## config.mk

```make
export PLATFORM = sky130hd
export DESIGN_NAME = reg_arbiter
export DESIGN_NICKNAME = d
export VERILOG_FILES = /design/src/rtl/reg_arb_pkg.sv /design/src/rtl/reg_bank.sv /design/src/rtl/reg_arbiter.sv
export SDC_FILE = /design/constraint.sdc
export NUM_CORES = 1
export LEC_CHECK = 0
export ABC_AREA = 1
export BUFFER_PORTS_ARGS = -buffer_cell sky130_fd_sc_hd__buf_2
export CORE_ASPECT_RATIO = 1.4
export CORE_MARGIN = 4
export CORE_UTILIZATION = 58
export DETAILED_ROUTE_END_ITERATION = 16
export PLACE_DENSITY = 0.92
export SLEW_MARGIN = 20
export SYNTH_ARGS = -nofsm -noshare
export SYNTH_HDL_FRONTEND = slang
export SYNTH_SLANG_ARGS = --single-unit
```

## constraint.sdc

```tcl
create_clock -name clk -period 2.26 [get_ports clk]
set_input_delay 0.113 -clock clk [delete_from_list [all_inputs] [get_ports clk]]
set_output_delay 0.113 -clock clk [all_outputs]
set_load 0.01 [all_outputs]
```

## src/rtl/reg_arb_pkg.sv

```systemverilog
// reg_arb_pkg: shared width defaults and requester ids for reg_arbiter
package reg_arb_pkg;
  localparam int DEF_DATA_W = 4;
  localparam int DEF_NUM_ENT = 4;
  localparam int DEF_CNT_W = 8;
  localparam logic REQ0 = 1'b0;
  localparam logic REQ1 = 1'b1;
endpackage

```

## src/rtl/reg_bank.sv

```systemverilog
// reg_bank: NUM_ENT x DATA_W storage; clk/rst, one write port (we/waddr/wdata), one combinational read port (raddr/rdata)
module reg_bank #(
  parameter int DATA_W = 4,
  parameter int NUM_ENT = 4
)(
  input  logic                       clk,
  input  logic                       rst,
  input  logic                       we,
  input  logic [$clog2(NUM_ENT)-1:0] waddr,
  input  logic [DATA_W-1:0]          wdata,
  input  logic [$clog2(NUM_ENT)-1:0] raddr,
  output logic [DATA_W-1:0]          rdata
);
  logic [DATA_W-1:0] mem [NUM_ENT];
  always_ff @(posedge clk)
    if (rst) for (int i = 0; i < NUM_ENT; i++) mem[i] <= '0;
    else if (we) mem[waddr] <= wdata;
  assign rdata = mem[raddr];
endmodule

```

## src/rtl/reg_arbiter.sv

```systemverilog
// reg_arbiter: round-robin two-requester access to reg_bank; req*/rsp* per requester, grant_cnt0/1 saturating counts, last_gnt pointer
module reg_arbiter
  import reg_arb_pkg::*;
#(
  parameter int DATA_W = DEF_DATA_W,
  parameter int NUM_ENT = DEF_NUM_ENT,
  parameter int CNT_W = DEF_CNT_W
)(
  input  logic                       clk,
  input  logic                       rst,
  input  logic                       req0_valid,
  output logic                       req0_ready,
  input  logic                       req0_we,
  input  logic [$clog2(NUM_ENT)-1:0] req0_addr,
  input  logic [DATA_W-1:0]          req0_wdata,
  input  logic                       req1_valid,
  output logic                       req1_ready,
  input  logic                       req1_we,
  input  logic [$clog2(NUM_ENT)-1:0] req1_addr,
  input  logic [DATA_W-1:0]          req1_wdata,
  output logic                       rsp0_valid,
  output logic [DATA_W-1:0]          rsp0_rdata,
  output logic                       rsp1_valid,
  output logic [DATA_W-1:0]          rsp1_rdata,
  output logic [CNT_W-1:0]           grant_cnt0,
  output logic [CNT_W-1:0]           grant_cnt1,
  output logic                       last_gnt
);
  localparam int AW = $clog2(NUM_ENT);
  logic rsp0_q, rsp1_q, we, rd0, rd1;
  logic [AW-1:0] addr;
  logic [DATA_W-1:0] wdata, rdata;
  assign req0_ready = !rst && req0_valid && (!req1_valid || last_gnt == REQ1);
  assign req1_ready = !rst && req1_valid && (!req0_valid || last_gnt == REQ0);
  assign addr = req1_ready ? req1_addr : req0_addr;
  assign wdata = req1_ready ? req1_wdata : req0_wdata;
  assign we = (req0_ready && req0_we) || (req1_ready && req1_we);
  assign rd0 = req0_ready && !req0_we;
  assign rd1 = req1_ready && !req1_we;
  // masked by rst so a read granted just before reset never surfaces
  assign rsp0_valid = rsp0_q && !rst;
  assign rsp1_valid = rsp1_q && !rst;
  reg_bank #(.DATA_W(DATA_W), .NUM_ENT(NUM_ENT)) u_bank (
    .clk(clk), .rst(rst), .we(we), .waddr(addr), .wdata(wdata), .raddr(addr), .rdata(rdata)
  );
  always_ff @(posedge clk)
    if (rst) begin
      last_gnt <= REQ1;
      grant_cnt0 <= '0;
      grant_cnt1 <= '0;
      rsp0_q <= 1'b0;
      rsp1_q <= 1'b0;
      rsp0_rdata <= '0;
      rsp1_rdata <= '0;
    end else begin
      if (req0_ready || req1_ready) last_gnt <= req1_ready;
      if (req0_ready && grant_cnt0 != '1) grant_cnt0 <= grant_cnt0 + CNT_W'(1);
      if (req1_ready && grant_cnt1 != '1) grant_cnt1 <= grant_cnt1 + CNT_W'(1);
      rsp0_q <= rd0;
      rsp1_q <= rd1;
      if (rd0) rsp0_rdata <= rdata;
      if (rd1) rsp1_rdata <= rdata;
    end
endmodule

```

# After elaboration in Yosys (flattened, before gate mapping)
# Memory sizes are Yosys's and may differ from the RTL's.
# Index checks and enable logic that the tools add are counted.
# totals
regBits	27
ramBits	16
in_bits	18
output_inout_bits	29
wordCells	45
n_memories	1
# classes
n_addsub	2
eq_ne	2
n_mux	10
bitwise_logic	1
n_reduce_logical	22
# memory_table
memory	words	width	rd	rd_ports_with_merged_regs	wr	line_no	text
u_bank.mem	4	4	1	0	4	reg_bank.sv:14	logic [DATA_W-1:0] mem [NUM_ENT];
# ops
operator	n
adder 8 x 1 -> 8 bit, second input constant	2
inequality test 8 bit, second input constant	2
logical AND 1 bit	12
2-to-1 mux 4 bit	2
2-to-1 mux 1 bit	6
zero test 1 bit	5
logical OR 1 bit	4
2-to-1 mux 2 bit	2
OR reduction 4 bit	1
inverter 1 bit	1

# Longest topological paths before layout
# Gate-level depths: netlist of the first run.
# depth
ltp_word	10
ltp_mapped	10
mapped_depth_nobuf	10

# Modules after synthesis
# Synthesis of the first run repeated with hierarchy kept, for this count alone.
# hier_totals
hier_cells	310
hier_area_um2	2227.1
# modules_own_cells
module	instances	cells_per_inst	area_per_inst_um2	seq_area_each_um2
reg_arbiter	1	213	1406.3	540.5
reg_bank	1	97	820.8	480.5

# Least setup slack after synthesis of the first run
# OpenSTA, ideal clock, no wires.
# synth_timing
path_type	reg-to-reg
startpoint	register last_gnt
endpoint	memory u_bank.mem[1][0] (enable)
setup_time_ps	308
t_arrival_ps	1238
t_required_ps	1952
slack_ps	714
stages_incl_launch_ff	11
n_path_buf	1
synth_period_minus_slack_ps	1546
path_cell_list	dfxtp_1 -> nand2_1 -> nand3_2 -> buf_6 -> inv_4 -> nand2_2 -> nand2_4 -> nand2_2 -> inv_2 -> nand2_2 -> nand2_1
# synth_rtl
element	line_no	text
start, declared	reg_arbiter.sv:27	output logic last_gnt
start signal, assigned	reg_arbiter.sv:56	if (req0_ready || req1_ready) last_gnt <= req1_ready;
end, declared	reg_bank.sv:14	

==> impl_results.md, run 1 <==
- Hold_buf cts: 0
- FP Rows: 25
- Cells after Synth: 287
- DRC Markers: 0
- Pwr/cell area: 649 nW/um^2
- Routability-driven placement congestion ratio: slightly below 0.9
- Relative slew slack: 0.747
- Iteration-0 DRC Markers: between 100 and 150
- Setup crit end: u_bank.mem[0][1]
- CTS clk-pin slew, worst paths: roughly 0.080 ns
- Die area: roughly 4700 um^2
- Post-cts resize count: 0
- Setup-failing EPs final: 0
- CTS tree: built
- Fillcell total: about 270
- Worst reg2reg startpoint: last_gnt
- Detailed Routing Iterations Pass 1: 4
- Remaining global-route overflow: 0
- Pin count of the biggest net entering global routing: 17
- Crit path largest cell delay: 0.34 ns
- Flops & latches, synth: 43
- Layout cells sized above 1: 0.218
- Antenna violations before repair: 0
- Post-placement cell count: ~370
- Post-synth top area share: 0.252
- Status: complete, no violations
- First-pass GRT wire length: between 7 and 8 mm
- Logic pwr share: 0.115
- Cell Area, Placed: roughly 2400 um^2
- Crit Path Category: flop to flop
- R2R setup slack: between 0.5 and 0.6 ns
- Finished Core Util: 0.733
- Design area: about 2500 um^2
- Width of the chip: between 50 and 60 um
- Core area: roughly 3500 um^2
- CTS H-tree lvls: 2
- LEAKAGE: ~1.3 nW
- Synthesized area: between 2000 and 2500 um^2
- Routed Antenna Nets: 0
- Synth cell types: 29
- Seq pwr share: 0.516
- # Max-Cap Violations: 0
- Crit share post-route: 0.749
- Drt total wl: 4.72 mm
- Psw: between 0.3 and 0.4 mW
- Critical path cell sequence: nand2_1, nand3_2, o21ai_2, nand2_2, inv_2, nand2_2, nand2_1
- Die Y-Extent: 79.9 um
- Syn Area/Cell: around 7.5 um^2
- FMAX: between 500 and 600 MHz
- Hold WC Path Type: input pin to flop
- Clk pwr share: 0.369
- Worst EP arrival: roughly 1.7 ns
- Crit path launch: last_gnt
- Post-DP HPWL: about 3.8 mm
- Final Max Tran Viols: 0
- Fin cells: about 380
- Reg-to-reg endpoint: u_bank.mem[0][1]
- Final worst slack: 0.568 ns
- Via count: between 2k and 2.5k
- Nets@finish: roughly 360
- Sequential fraction of the synthesis area: 0.476
- CTS Root Cell: clkbuf_8
- Clk_skew: ~0.009 ns
- Pint: approximately 1.3 mW
- Leading area contributor after synthesis: dfxtp_1
- Clock tree buffer depth: 2
- CP endpoint kind: flop
- Area grow syn2layout: 18.7%
- Worst Tran Pin Value: between 0.3 and 0.4 ns
- Worst VDD drop: a little under 500 uV
- Tot GR Track Use: 0.217
- Per-cell routed wire length: 12.5 um
- Endpoints failing hold: 0
- Initial Util: 0.617
- Syn. warnings: 0
- Syn nets: between 300 and 400
- Ranking of synthesized cells by area: dfxtp_1 (25%), edfxtp_1 (22%), nand2_1 (16%), nand3_1 (9.8%), inv_1 (6.1%)
- Net Sw Frac: 0.242
- CTS buffer count: 5
- Post-layout minimum cycle time: roughly 1.7 ns
- Port Buffers: between 40 and 50
- IO Pins: 47
- TNS Setup: 0 ns
- Clock Latency Late Sink: 0.29 ns
- Num Clock Sinks: 43
- Setup Buffers After CTS: 0
- CP max-delay cell: dfxtp_1
- Vias per cell: around 5.4
- Setup WS pre-CTS: about 0.46 ns
- Ant diodes: 0
- RSZ-0062 raised after global routing: false
- Worst path required time: around 2.3 ns
- Startpoint types: flop
- Vias in the first global route: around 2.0k
- R2R depth: 7
- CP Max Fanout: 6
final cells by class:
cell class / count / area (um^2) / area share
Clock inverter: 1 / 7.51 / 0.00295
Inverter: 39 / 149 / 0.0585
Clock buffer: 7 / 119 / 0.0467
Sequential cell: 43 / 1020 / 0.401
Timing Repair Buffer: 49 / 253 / 0.0994
Tap cell: 40 / 50.0 / 0.0197
Multi-Input combinational cell: 200 / 945 / 0.371
power groups by stage:
stage                     Combinational, mW  Clock, mW  Sequential (mW)
after CTS                             0.190      0.629            0.851
final                                 0.190      0.609            0.851
after global placement                0.184          0            0.867
after global routing                  0.215      0.664            0.854
after floorplan                       0.118          0            0.872
after detailed placement              0.189          0            0.869
per-layer routing:
metal / GRT usage / share of wire
met1: 0.216 / 0.37
met5: 0 / 0
met3: 0.0518 / 0.066
met4: 0.0907 / 0.022
met2: 0.410 / 0.54
per-stage QoR:
step	total power [mW]	hold WS, ns
6_report	1.65	0.0528
2_1_floorplan	0.990	0.210
5_1_grt	1.73	0.0466
3_3_place_gp	1.05	0.369
4_1_cts	1.67	0.0402
3_5_place_dp	1.06	0.361
cells by family (layout without fill, tap and decap cells):
family | Yosys count | after routing | synth area share
compound gates | 20 | 20 | 0.0520
xor+xnor | 5 | 5 | 0.0204
fa+ha+maj | 2 | 2 | 0.0117
buf+inv | 44 | 96 | 0.0829
flops | 43 | 43 | 0.476
simple gates | 173 | 173 | 0.357
critical path, delay by kind of cell (launching register included):
kind,cells,cell delay [ns]
simple gates,5,0.65
buf+inv,1,0.07
flops,1,0.34
compound gates,1,0.33
synth_stat cells, drive strengths merged:
master / count
nand2: 97
nand3: 43
inv: 39
dfxtp: 27
nor2: 26
edfxtp: 16
a21oi: 12
o21ai: 6
buf: 3
nand4: 3
nor3: 3
xor2: 3
clkbuf: 2
ha: 2
xnor2: 2
a31oi: 1
nand3b: 1
o21a: 1
how the worst min path moves through the flow:
stage                     cells after the start     from  endpoint  slack [ns]
after floorplan                               1  req1_we    rsp1_q        0.21
after global placement                        2  req1_we    rsp1_q        0.37
after detailed placement                      2  req1_we    rsp1_q        0.36
after CTS                                     2  req1_we    rsp1_q        0.04
after global routing                          2  req1_we    rsp1_q        0.05
final                                         2  req1_we    rsp1_q        0.05
cell usage in the layout (no fill, tap or decap), types with 2 or more instances in the layout:
| cell | instances |
|---|---|
| a21oi_1 | 11 |
| buf_2 | 46 |
| buf_4 | 3 |
| clkbuf_16 | 2 |
| clkbuf_8 | 5 |
| dfxtp_1 | 27 |
| edfxtp_1 | 16 |
| ha_1 | 2 |
| inv_1 | 35 |
| inv_2 | 3 |
| nand2_1 | 90 |
| nand2_2 | 5 |
| nand2_4 | 2 |
| nand3_1 | 42 |
| nand4_1 | 2 |
| nor2_1 | 25 |
| nor3_1 | 2 |
| o21ai_0 | 5 |
| xnor2_1 | 2 |
| xor2_1 | 3 |
sequential cells by signal, indices dropped and copies added, names as in the netlist:
name and count:
last_gnt 1, grant_cnt1 8, rsp1_rdata 4, u_bank.mem 16
rsp0_q 1, rsp0_rdata 4, grant_cnt0 8, rsp1_q 1
Note: power is estimated with default switching activity, not from simulation.
==> run 2: changes to the inputs <==
--- a/config.mk
+++ b/config.mk
@@ -9,9 +9,9 @@
 export BUFFER_PORTS_ARGS = -buffer_cell sky130_fd_sc_hd__buf_2
 export CORE_ASPECT_RATIO = 1.4
 export CORE_MARGIN = 4
-export CORE_UTILIZATION = 58
+export CORE_UTILIZATION = 48
 export DETAILED_ROUTE_END_ITERATION = 16
-export PLACE_DENSITY = 0.92
+export PLACE_DENSITY = 0.83
 export SLEW_MARGIN = 20
 export SYNTH_ARGS = -nofsm -noshare
 export SYNTH_HDL_FRONTEND = slang
==> constraint.sdc (replaced) <==
create_clock -name clk -period 1.45 [get_ports clk]
set_input_delay 0.0725 -clock clk [delete_from_list [all_inputs] [get_ports clk]]
set_output_delay 0.0725 -clock clk [all_outputs]
set_load 0.01 [all_outputs]
==> run 2 against run 1 <==
Net effect:
- first-iteration DRC count grew 29%
- largest cell class is now multi-input gates
- critical endpoint is now u_bank.mem[1][0]
- non-clock buffer count grew 22
- core utilization shrank 5.7 points
==> impl_results.md, run 2 (synthesis results as in run 1) <==
- Status: complete, no violations (unchanged)
- Crit path max-delay family: simple AND/OR/NAND/NOR gates (unchanged)
- M2 GR Usage: 0.411 (was 0.410)
- Worst path required time: 1.46 ns (was 2.26 ns)
- Ant diodes: 0 (unchanged)
- FP Rows: 28 (was 25)
- Biggest register: u_bank.mem (unchanged)
- Num Clock Sinks: 43 (unchanged)
- Max reg flops: 16 (unchanged)
- Met1 usage: 0.210 (was 0.216)
- Area grow syn2layout: 34.8% (was 18.7%)
- Routability-driven placement congestion ratio: 0.870 (was 0.889)
- Most common cell after layout, fill and taps aside: nand2_1 (unchanged)
- Post-DP HPWL: 4.15 mm (was 3.78 mm)
- CP endpoint kind: flop (unchanged)
- FMAX: 710 MHz (was 591 MHz)
- Iteration-0 DRC Markers: 160 (was 124)
- Nets@finish: 380 (was 358)
- Crit path launch: last_gnt (unchanged)
- Worst Tran Pin Value: 0.286 ns (was 0.378 ns)
- DRC Markers: 0 (unchanged)
- R2R depth: 7 (unchanged)
- Worst VDD drop: 577 uV (was 490 uV)
- Post-layout minimum cycle time: 1.41 ns (was 1.69 ns)
- Largest regs: u_bank.mem x16, grant_cnt0 x8, grant_cnt1 x8 (unchanged)
- CTS buffer count: 5 (unchanged)
- Setup-failing EPs final: 0 (unchanged)
- CP max-delay cell: dfxtp_2 (was dfxtp_1)
- Crit path largest cell delay: 0.34 ns (about the same)
- CTS clk-pin slew, worst paths: 0.08 ns (about the same)
- Commonest non-fill, non-tap cells in the layout: nand2_1 (76), buf_2 (46), nand3_1 (39) (was nand2_1 (90), buf_2 (46), nand3_1 (42))
- Routed Antenna Nets: 0 (unchanged)
- Worst EP arrival: 1.42 ns (was 1.69 ns)
- Drt total wl: 5.42 mm (was 4.72 mm)
- Startpoint types: flop (unchanged)
- RSZ-0062 raised after global routing: true (was false)
- Clock Latency Late Sink: 0.30 ns (was 0.29 ns)
- Endpoints failing hold: 0 (unchanged)
- Top cell by count, worst path: nand2_4
- LEAKAGE: 1.43 nW (was 1.27 nW)
- Pin count of the biggest net entering global routing: 15 (was 17)
- TNS Setup: 0 ns (unchanged)
- Hold Slack: 0.121 ns (was 0.0528 ns)
- Tot GR Track Use: 0.207 (was 0.217)
- Remaining global-route overflow: 0 (unchanged)
- Die area: 5610 um^2 (was 4750 um^2)
- Met3 track demand over resource: 0.0465 (was 0.0518)
- Worst reg2reg startpoint: last_gnt (unchanged)
- Relative slew slack: 0.809 (was 0.747)
- Critical path cell sequence: nand2_4, nand3_4, o21ai_4, nand2_2, inv_2, nand2_4, nand2_4 (was nand2_1, nand3_2, o21ai_2, nand2_2, inv_2, nand2_2, nand2_1)
- Crit Path Category: flop to flop (unchanged)
- Setup crit end: u_bank.mem[1][0] (was u_bank.mem[0][1])
- CP Max Fanout: 6 (unchanged)
- CTS Root Cell: clkbuf_8 (unchanged)
- Die Y-Extent: 87.1 um (was 79.9 um)
- Hold WC Path Type: input pin to flop (unchanged)
- Antenna violations before repair: 0 (unchanged)
- Vias per cell: 5.00 (was 5.36)
- WP depth: 7 (unchanged)
- CTS tree: built (unchanged)
- IO Pins: 47 (unchanged)
- Detailed Routing Iterations Pass 1: 4 (unchanged)
- Crit path buf inv count: 1 (unchanged)
- Vias in the first global route: 2037 (was 1983)
- Width of the chip: 64.5 um (was 59.4 um)
- Initial Util: 0.501 (was 0.617)
- Final Max Tran Viols: 0 (unchanged)
- Pwr/cell area: 894 nW/um^2 (was 649 nW/um^2)
- Clock tree buffer depth: 2 (unchanged)
- Via count: 2103 (was 2033)
- Per-cell routed wire length: 12.9 um (was 12.5 um)
- Clk_skew: 0.00791 ns (was 0.00897 ns)
- Gr busiest metal: met2 (unchanged)
- Crit share post-route: 0.971 (was 0.749)
- Port Buffers: 46 (unchanged)
- R2R setup slack: 0.04 ns (was 0.57 ns)
- First-pass GRT wire length: 9.04 mm (was 7.98 mm)
- # Max-Cap Violations: 0 (unchanged)
- CTS H-tree lvls: 2 (unchanged)
- Core area: 4270 um^2 (was 3470 um^2)
- Reg-to-reg endpoint: u_bank.mem[1][0] (was u_bank.mem[0][1])
- Layout cells sized above 1: 0.341 (was 0.218)
[run 2: power by group]
group	leakage [nW]	switching, mW	internal, mW
Sequential	0.383	0.0238	1.30
Clock	0.0594	0.390	0.488
Combinational	0.992	0.233	0.145
Total	1.43	0.647	1.94
[run 2: cell type report]
class,instances,area (um^2)
Fill cell,353,1390
Multi-Input combinational cell,200,1090
Sequential cell,43,1020
Timing Repair Buffer,71,434
Inverter,39,151
Clock buffer,7,108
Tap cell,60,75.1
Clock inverter,1,5.00
[run 2: worst min path at each step]
| stage | start | end | slack, ns | cells past startpoint |
|---|---|---|---|---|
| 6_report | req0_we | rsp0_q | 0.12 | 3 |
| 5_1_grt | req0_we | rsp0_q | 0.13 | 3 |
| 4_1_cts | req0_we | rsp0_q | 0.1 | 3 |
| 3_5_place_dp | req1_valid | last_gnt | 0.41 | 3 |
| 3_3_place_gp | req1_valid | last_gnt | 0.41 | 3 |
| 2_1_floorplan | req1_we | rsp1_q | 0.17 | 1 |
[run 2: repair_timing]
action / in CTS / in global routing
endpoints found under the setup margin: 36 / 48
hold buffers: 0 / 0
buffers inserted: 0 / 3
endpoints found under the hold margin: 0 / 0
pin swaps: 0 / 6
resized for setup: 7 / 30
[run 2: worst min-delay path: cells and delay by family]
kind	cells	cell delay, ns
simple gates	1	0.06
buf+inv	2	0.24
[run 2: metal layers]
metal / part of all wire / wire length (um) / vias up
li1: - / - / 1065
met1: 0.38 / 2030 / 967
met2: 0.56 / 3020 / 60
met3: 0.050 / 271 / 11
met4: 0.018 / 98 / 0
met5: 0 / 0 / -
[run 2: per-stage QoR]
stage | instance area, um^2 | instances | setup WS [ns] | power [mW] | utilization
floorplan | 2150 | 287 | 0.00882 | 1.55 | -
global placement | 2600 | 410 | 0.0133 | 1.67 | 0.607
detailed placement | 2600 | 410 | -0.0493 | 1.68 | 0.607
CTS | 2740 | 418 | 0.00623 | 2.57 | 0.641
global route | 2890 | 421 | -0.0348 | 2.70 | 0.676
finish | 2890 | 421 | 0.0420 | 2.58 | 0.676
==> run 3: changes to the inputs <==
--- a/config.mk
+++ b/config.mk
@@ -8,7 +8,6 @@
 export ABC_AREA = 1
 export BUFFER_PORTS_ARGS = -buffer_cell sky130_fd_sc_hd__buf_2
 export CORE_ASPECT_RATIO = 1.4
-export CORE_MARGIN = 4
 export CORE_UTILIZATION = 48
 export DETAILED_ROUTE_END_ITERATION = 16
 export PLACE_DENSITY = 0.83
==> run 3 against run 2 <==
Net effect:
- the flow now finishes with violations (setup timing)
- clock power down 2%
- cell count up 0.24%
- die area shrank 16%
- critical path depth increased by 4
- setup slack got worse by 0.064 ns
- total power down 0.13%
- largest cell class unchanged
- register-to-register slack got worse by 0.06 ns
- global-route usage is 1.6 points higher
- largest power group unchanged
- hold slack worse by 0.011 ns
- non-clock buffer count grew 1
- critical path type unchanged
- sequential share of layout area up 0.25 points
==> impl_results.md, run 3 (synthesis results as in run 1) <==
- Ant diodes: 0 (unchanged)
- Hold endpoint: rsp0_q (unchanged)
- Vias in the first global route: 1918 (was 2037)
- R2R setup slack: -0.02 ns (was 0.04 ns)
- Reg-to-reg endpoint: u_bank.mem[1][1] (was u_bank.mem[1][0])
- Relative slew slack: 0.824 (was 0.809)
- Hold WC Path Type: input pin to flop (unchanged)
- Power, Total: 2.58 mW (about the same)
- Drt total wl: 5.49 mm (was 5.42 mm)
- Routed Antenna Nets: 0 (unchanged)
- Worst path required time: 1.61 ns (was 1.46 ns)
- Net Sw Frac: 0.264 (was 0.251)
- Crit share post-route: 1.02 (was 0.971)
- Post-layout minimum cycle time: 1.47 ns (was 1.41 ns)
- RSZ-0062 raised after global routing: true (unchanged)
- CTS H-tree lvls: 2 (unchanged)
- Status: finished, violations left (was complete, no violations)
- Vias per cell: 4.97 (was 5.00)
- Clk pwr share: 0.335 (was 0.340)
- Clk_skew: 0.00703 ns (was 0.00791 ns)
- FP Rows: 28 (unchanged)
- Startpoint types: flop (unchanged)
- Commonest non-fill, non-tap cells in the layout: nand2_1 (75), buf_2 (46), nand3_1 (40) (was nand2_1 (76), buf_2 (46), nand3_1 (39))
- Hold_buf cts: 0 (unchanged)
- Per-cell routed wire length: 13.0 um (was 12.9 um)
- Worst EP arrival: 1.63 ns (was 1.42 ns)
- Final Max Tran Viols: 0 (unchanged)
- Layout cells sized above 1: 0.345 (was 0.341)
- DRC Markers: 0 (unchanged)
- Failing checks: setup timing
- Setup-failing EPs final: 10 (was 0)
- Pin count of the biggest net entering global routing: 25 (was 15)
- Width of the chip: 58.5 um (was 64.5 um)
- Initial Util: 0.506 (was 0.501)
- Seq pwr share: 0.514 (about the same)
- Routability-driven placement congestion ratio: 0.833 (was 0.870)
- Largest regs: u_bank.mem x16, grant_cnt0 x8, grant_cnt1 x8 (unchanged)
- CTS buffer count: 5 (unchanged)
- Hold Path Depth: 3 (unchanged)
- Clock tree buffer depth: 2 (unchanged)
- Clock Latency Late Sink: 0.30 ns (about the same)
- CTS Root Cell: clkbuf_8 (unchanged)
- # Max-Cap Violations: 0 (unchanged)
- Detailed Routing Iterations Pass 1: 5 (was 4)
- CP Max Fanout: 6 (unchanged)
- Endpoints failing hold: 0 (unchanged)
- Most common cell after layout, fill and taps aside: nand2_1 (unchanged)
- Remaining global-route overflow: 0 (unchanged)
- Num Clock Sinks: 43 (unchanged)
- Post-DP HPWL: 3.82 mm (was 4.15 mm)
- First-pass GRT wire length: 7.94 mm (was 9.04 mm)
- CP endpoint kind: flop (unchanged)
- Pint: 1.90 mW (was 1.94 mW)
- Nets@finish: 381 (was 380)
- R2R depth: 11 (was 7)
- Die area: 4740 um^2 (was 5610 um^2)
- LEAKAGE: 1.42 nW (was 1.43 nW)
- Worst reg2reg startpoint: last_gnt (unchanged)
- Antenna violations before repair: 0 (unchanged)
- Port Buffers: 46 (unchanged)
- Pwr/cell area: 899 nW/um^2 (was 894 nW/um^2)
- Final worst slack: -0.0224 ns (was 0.0420 ns)
- Iteration-0 DRC Markers: 133 (was 160)
- Worst Tran Pin Value: 0.262 ns (was 0.286 ns)
- Worst min-delay path startpoint: req0_we (unchanged)
- Crit Path Category: flop to flop (unchanged)
- CTS tree: built (unchanged)
- Max reg flops: 16 (unchanged)
- Tot GR Track Use: 0.222 (was 0.207)
- CTS clk-pin slew, worst paths: 0.08 ns (about the same)
- Logic pwr share: 0.151 (was 0.146)
- IO Pins: 47 (unchanged)
- Biggest register: u_bank.mem (unchanged)
- Area grow syn2layout: 33.9% (was 34.8%)
- Psw: 0.681 mW (was 0.647 mW)
- Core area: 4240 um^2 (was 4270 um^2)
- Worst VDD drop: 773 uV (was 577 uV)
- Die Y-Extent: 81.1 um (was 87.1 um)
- Fillcell total: 348 (was 353)
- Hold Slack: 0.110 ns (was 0.121 ns)
- FMAX: 679 MHz (was 710 MHz)
- Via count: 2097 (was 2103)
-- run 3: cell types whose count changed in the layout (fill, tap and decap cells not counted), sizes merged --
cell,delta
clkinv,+2
buf,+1
clkbuf,-1
inv,-1
-- run 3: worst max path at each step --
stage	startpoint	to	slack [ns]	cells past startpoint
4_1_cts	last_gnt	u_bank.mem[2][1]	0.004	7
6_report	last_gnt	u_bank.mem[1][1]	-0.02	11
3_3_place_gp	last_gnt	u_bank.mem[3][2]	-0.03	7
5_1_grt	last_gnt	u_bank.mem[1][1]	-0.08	11
3_5_place_dp	last_gnt	u_bank.mem[2][3]	-0.08	7
2_1_floorplan	last_gnt	u_bank.mem[1][0]	0.009	10
-- run 3: what timing repair did --
action | CTS | global route
gates resized for setup | 3 | 34
hold endpoints to repair | 0 | 0
setup endpoints to repair | 45 | 45
setup buffers | 0 | 6
pin swaps | 0 | 5
-- run 3: area by class of cell --
cell class	count	area, um^2	area share
clock buffer	6	93.8	0.0327
clock inverter	2	13.8	0.00480
inverter	39	154	0.0536
multi-input combinational	200	1060	0.370
sequential	43	1020	0.357
tap	60	75.1	0.0262
timing repair buffer	72	445	0.155
-- run 3: layer usage --
layer | vias to the layer above | wire (um) | track usage
li1 | 1065 | - | -
met1 | 928 | 2000 | 0.218
met2 | 87 | 3040 | 0.448
met3 | 17 | 280 | 0.0287
met4 | 0 | 172 | 0.0976
met5 | - | 0 | 0
-- run 3: per-stage QoR --
| step | cell area [um^2] | setup TNS, ns | instances | setup slack, ns | utilization |
|---|---|---|---|---|---|
| 6_report | 2870 | -0.103 | 422 | -0.0224 | 0.677 |
| 5_1_grt | 2870 | -1.44 | 422 | -0.0844 | 0.677 |
| 4_1_cts | 2720 | 0 | 416 | 0.00370 | 0.641 |
| 3_5_place_dp | 2590 | -1.64 | 408 | -0.0788 | 0.612 |
| 3_3_place_gp | 2590 | -0.346 | 408 | -0.0289 | 0.612 |
| 2_1_floorplan | 2150 | 0 | 287 | 0.00882 | - |
-- run 3: critical path: stages (launching register included) --
cell and delay [ns]:
dfxtp_2 0.36, inv_1 0.08, nand2_2 0.08, nand3_2 0.09
inv_2 0.08, nand2_2 0.07, nand2_4 0.12, nand2_2 0.06
inv_2 0.06, nand2_2 0.06, buf_4 0.15, nor2_1 0.10
-- run 3: power by group through the flow --
stage	Combinational [mW]	Sequential [mW]	Clock, mW
6_report	0.389	1.33	0.863
3_3_place_gp	0.324	1.35	0
2_1_floorplan	0.187	1.36	0
3_5_place_dp	0.333	1.35	0
5_1_grt	0.425	1.33	0.918
4_1_cts	0.340	1.32	0.869
